`config.mk`:
```
export PLATFORM = sky130hd
export DESIGN_NAME = instruction_fetch
export DESIGN_NICKNAME = d
export VERILOG_FILES = /design/src/rtl/instruction_fetch.sv
export SDC_FILE = /design/constraint.sdc
export NUM_CORES = 1
export LEC_CHECK = 0
export ABC_AREA = 1
export ABC_CLOCK_PERIOD_IN_PS = 1630
export CORE_MARGIN = 8
export CORE_UTILIZATION = 39
export DETAILED_ROUTE_END_ITERATION = 10
export GPL_TIMING_DRIVEN = 0
export PLACE_DENSITY = 0.76
export SYNTH_ARGS = -nofsm -noshare
export SYNTH_HDL_FRONTEND = slang
export SYNTH_SLANG_ARGS = --single-unit
export TNS_END_PERCENT = 30
```
`constraint.sdc`:
```
create_clock -name clk -period 1.63 [get_ports clk]
set_clock_uncertainty 0.2 [all_clocks]
set_input_delay 0.326 -clock clk [delete_from_list [all_inputs] [get_ports clk]]
set_output_delay 0.326 -clock clk [all_outputs]
set_load 0.05 [all_outputs]
```
`src/rtl/instruction_fetch.sv`:
```
// Instruction fetch front end: drives a 1-cycle-latency instruction ROM and
// hands returned words to decode over valid/ready. Optional FETCH_PERF_EN adds perf counters.
module instruction_fetch #(
  parameter int ADDR_WIDTH = 16,
  parameter int DATA_WIDTH = 16,
  parameter int RESET_PC   = 0
) (
  input  logic                  clk,
  input  logic                  rst,
  input  logic                  fetch_en,
  input  logic                  redirect_en,
  input  logic [ADDR_WIDTH-1:0] redirect_pc,
  output logic                  mem_read_en,
  output logic [ADDR_WIDTH-1:0] mem_addr,
  input  logic [DATA_WIDTH-1:0] mem_instruct,
  output logic                  instr_valid,
  output logic [DATA_WIDTH-1:0] instr,
  output logic [ADDR_WIDTH-1:0] instr_pc,
  input  logic                  decode_ready
`ifdef FETCH_PERF_EN
  ,
  output logic [31:0]           perf_fetched,
  output logic [31:0]           perf_stall
`endif
);

  localparam logic [ADDR_WIDTH-1:0] RESET_ADDR = ADDR_WIDTH'(RESET_PC);
  localparam logic [ADDR_WIDTH-1:0] ONE        = ADDR_WIDTH'(1);

  logic [ADDR_WIDTH-1:0] fetch_pc;
  logic [ADDR_WIDTH-1:0] resp_pc;
  logic                  resp_valid;
  logic                  advance;
  logic                  transfer;

  assign instr_valid = resp_valid;
  assign instr       = mem_instruct;
  assign instr_pc    = resp_pc;
  assign transfer    = resp_valid & decode_ready;

  // Read request is combinational so a redirect target is issued the same
  // cycle it arrives and returns valid on the next one.
  always_comb begin
    advance     = fetch_en & (~resp_valid | decode_ready);
    mem_read_en = 1'b0;
    mem_addr    = fetch_pc;
    if (rst) begin
      mem_addr = RESET_ADDR;
    end else if (redirect_en) begin
      mem_read_en = 1'b1;
      mem_addr    = redirect_pc;
    end else if (advance) begin
      mem_read_en = 1'b1;
    end
  end

  always_ff @(posedge clk) begin
    if (rst) begin
      fetch_pc   <= RESET_ADDR;
      resp_valid <= 1'b0;
      resp_pc    <= '0;
    end else if (redirect_en) begin
      fetch_pc   <= redirect_pc + ONE;
      resp_valid <= 1'b1;
      resp_pc    <= redirect_pc;
    end else if (advance) begin
      fetch_pc   <= fetch_pc + ONE;
      resp_valid <= 1'b1;
      resp_pc    <= fetch_pc;
    end else if (transfer) begin
      resp_valid <= 1'b0;
    end
  end

`ifdef FETCH_PERF_EN
  always_ff @(posedge clk) begin
    if (rst) begin
      perf_fetched <= '0;
      perf_stall   <= '0;
    end else begin
      if (transfer && perf_fetched != '1)
        perf_fetched <= perf_fetched + 32'd1;
      if (resp_valid && !decode_ready && perf_stall != '1)
        perf_stall <= perf_stall + 32'd1;
    end
  end
`endif

endmodule

```
Word level (Yosys, flattened, before mapping) --
Cells that the tools add are included.
Storage, ports and cells: output and inout port bits 50, word-level logic and storage cells 23, input port bits 37, bits in registers 33
Operators by class: add/sub/neg operators 2, bitwise gates (word level) 4, muxes and demuxes 12, reductions and logical operators 2
Operator list (count):
- two-way mux 16 bit | 6
- adder 16 x 1 -> 16 bit, second input constant | 2
- two-way mux 1 bit | 6
- nonzero test 3 bit | 1
- AND 1 bit | 2
- nonzero test 2 bit | 1
- inverter 1 bit | 1
- bitwise OR 1 bit | 1

Longest topological paths before layout --
word-level depth 6, depth in mapped cells 12, depth with buffers taken out 11

Worst setup path after synthesis --
No wires, ideal clock.
path type register -> output, start register resp_valid (netlist: instr_valid), end output mem_read_en, slack -496 ps, cell stages (with the launch flop) 5, buffers on the path 1, required time 1104 ps, arrival time 1600 ps, cells stage by stage dfxtp_1 -> nand2_1 -> a21oi_1 -> clkbuf_1 -> nor2_1
Between the ends: word-level cells in the longest chain between the ends 6
Ends and longest elaborated chain:
- start, declared | line 32 | logic resp_valid;
- start signal, assigned | line 60 | resp_valid <= 1'b0;
- start signal, assigned | line 64 | resp_valid <= 1'b1;
- start signal, assigned | line 68 | resp_valid <= 1'b1;
- inverter 1 bit | line 44 | advance = fetch_en & (~resp_valid | decode_ready);
- bitwise OR 1 bit | line 44
- AND 1 bit | line 44
- two-way mux 1 bit | line 52 | end else if (advance) begin
- two-way mux 1 bit | line 49 | end else if (redirect_en) begin
- two-way mux 1 bit | line 47 | if (rst) begin
- end, declared | line 13 | output logic mem_read_en,
No other way between the ends.

Final worst setup path --
Same ends and word-level chain as after synthesis.

==> metrics.yaml <==
route.antenna.remaining_nets: 0
netlist_area_um2: 2050
syn_to_final_growth_pct: 77.0
synth_commonest_cells: "nand2_1 (88), nor2_1 (60), inv_1 (34)"
fmax_mhz: 569
die_h_um: 88.6
grt_antenna_before_repair: 0
placed_cell_area_um2: 3020
num_rows: 26
syn_inst: 333
ys_warn_count: 0
initial_core_util_pct: 40.2
startpoint: "instr_valid"
maxSlewHeadroom_pct: 67.7
power.total_mw: 2.68
worstHoldStart: "rst"
synth_top_flop_cell: "dfxtp_1"
core_area_um2: 5110
yosysMostFrequentCell: "nand2_1"
p_per_area_nw_per_um2: 737
clock_latency_ps: 290
synth_edf_count: 0
grt_max_degree: 11
io_buffers: 69
fill_cells: 418
status: "finished, violations left"
vias_per_cell: 5.19
arrival_ps: 1230
setup_viol: 13
tightest_slew_ps: 484
pin_count: 87
die_width_um: 88.6
wl_per_cell_um: 16.0
ys_ff_latch: 33
cp-end-kind: "output port"
finalHoldViolCount: 0
grt-ovfl-total: 0
violations: "setup timing"
seqCellArea_um2: 669
antennaDiodeCount: 0
ir_drop_mv: 0.545
grtUsageTotal_pct: 20.1
crit_fanout: 4
yosysTopAreaCell: "dfxtp_1"
async_flop_share_pct: 0
grt_pass1_vias: 2601
critPathKind: "flip-flop to output port"
drt_iter0_drc: 239
clkSlewWorstSetupHoldPaths_ps: 70
place_hpwl_um: 5220
numCtsBuffers: 5
p_leak_nw: 1.68
synth_area_leaders: "dfxtp_1 (32%), nand2_1 (16%), nor2_1 (11%)"
period_share_pct: 108
drive_above_1_share_pct: 46.2
rr_startpoint: "instr_valid"
maxSlewViolCount: 0
finalNonFillerCells: 514
remaining_drc_errors: 0
cts_root_buffer: "clkbuf_8"
placed_cells: 472
drt-total-wl_um: 8210
cts_max_level: 2
finalWeightedCongestion: 0.897
start_kind: "flip-flop"
mappedNetlistNets: 371
grt_setup_unrepaired: "yes"
clock_sinks: 33
grt_pass1_wl_um: 12300
maxCapViolations: 0
multi_input_area_um2: 1360
tritoncts: "yes"
crit_required_ps: 1100
vias: 2669
fin_ws_ps: -127
stdcell_area_um2: 3640
ys_seq_area_share_pct: 32.2
synth_top_area_share_pct: 32.2
cts_buffer_depth: 2
hold_path.class: "primary input to flip-flop"
avgSynthCellArea_um2: 6.17
design.die.area_um2: 7850
layout.nets: 481
first_pass_iters: 5
ys_types: 28
period_needed_ps: 1760
where the power goes:
group	internal [mW]	switching, mW
logic	0.434	0.708
clock network	0.304	0.319
registers	0.876	0.0385
total	1.61	1.06
critical path, cell delays in order (launching register included):
cell and delay (ps):
dfxtp_2 360, nand2_4 60, a21oi_4 180, clkbuf_8 170, nor2_4 30, buf_8 140
final cells by class:
type / count / area share, %
multi-input combinational: 234 / 37.4
timing repair buffer: 103 / 27.9
sequential: 33 / 18.4
buffer: 31 / 7.71
inverter: 35 / 3.96
tap: 70 / 2.41
clock buffer: 8 / 2.20
what timing repair did:
action                     CTS  global route
setup buffers               26             7
cloned                       1             0
resized for setup          264            34
setup endpoints to repair   81            33
pin swaps                   35            19
hold buffers                 0             0
sequential cells by signal, indices dropped and copies added, names as in the netlist:
name         cells
instr_pc        16
instr_valid      1
fetch_pc        16
final timing paths:
check	endpoint	slack [ps]	cells after the start
worst min register to register	instr_pc[4]	270	2
worst max register to register	fetch_pc[4]	-120	8
worst min-delay path	fetch_pc[13]	220	6
worst max-delay path	mem_read_en	-130	5
placed cells by master (no fill, tap or decap), types with 4 or more instances in the layout:
| cell type | n |
|---|---|
| nor2_1 | 44 |
| o21ai_0 | 17 |
| nand3_1 | 13 |
| inv_1 | 21 |
| buf_4 | 62 |
| buf_8 | 13 |
| clkbuf_8 | 6 |
| inv_2 | 13 |
| a21oi_1 | 12 |
| dfxtp_1 | 26 |
| nand2_1 | 67 |
| buf_6 | 9 |
| buf_12 | 5 |
| dlygate4sd2_1 | 18 |
| o21ai_2 | 4 |
| clkdlybuf4s15_2 | 16 |
| clkbuf_1 | 5 |
| nand2_4 | 5 |
| nor2_4 | 17 |
| dfxtp_2 | 7 |
| nand2_2 | 24 |
| nor3_1 | 4 |
cells by family after synthesis:
group | synth area share, %
AOI/OAI and AO/OA | 13.3
xor gates and xnor gates | 0.426
adders and majority gates | 0.609
buffers and inverters | 16.6
DFF | 32.2
and+or+nand+nor | 36.9
layer usage:
| layer | GRT usage, % | share of wire, % |
|---|---|---|
| met5 | 0 | 0 |
| met2 | 34.9 | 49 |
| met1 | 22.2 | 39 |
| met4 | 9.06 | 2.8 |
| met3 | 5.76 | 9.6 |
through the flow:
stage,TNS [ps],util [%],setup slack (ps),hold WS (ps)
3_3_place_gp,-39660,59.1,-1410,260
5_1_grt,-1560,71.2,-223,242
2_1_floorplan,-625,-,-95.6,250
6_report,-585,71.2,-127,223
3_5_place_dp,-41320,59.1,-1410,258
4_1_cts,-169,68.2,-101,195
No activity file was read; power rests on OpenSTA's default activity.
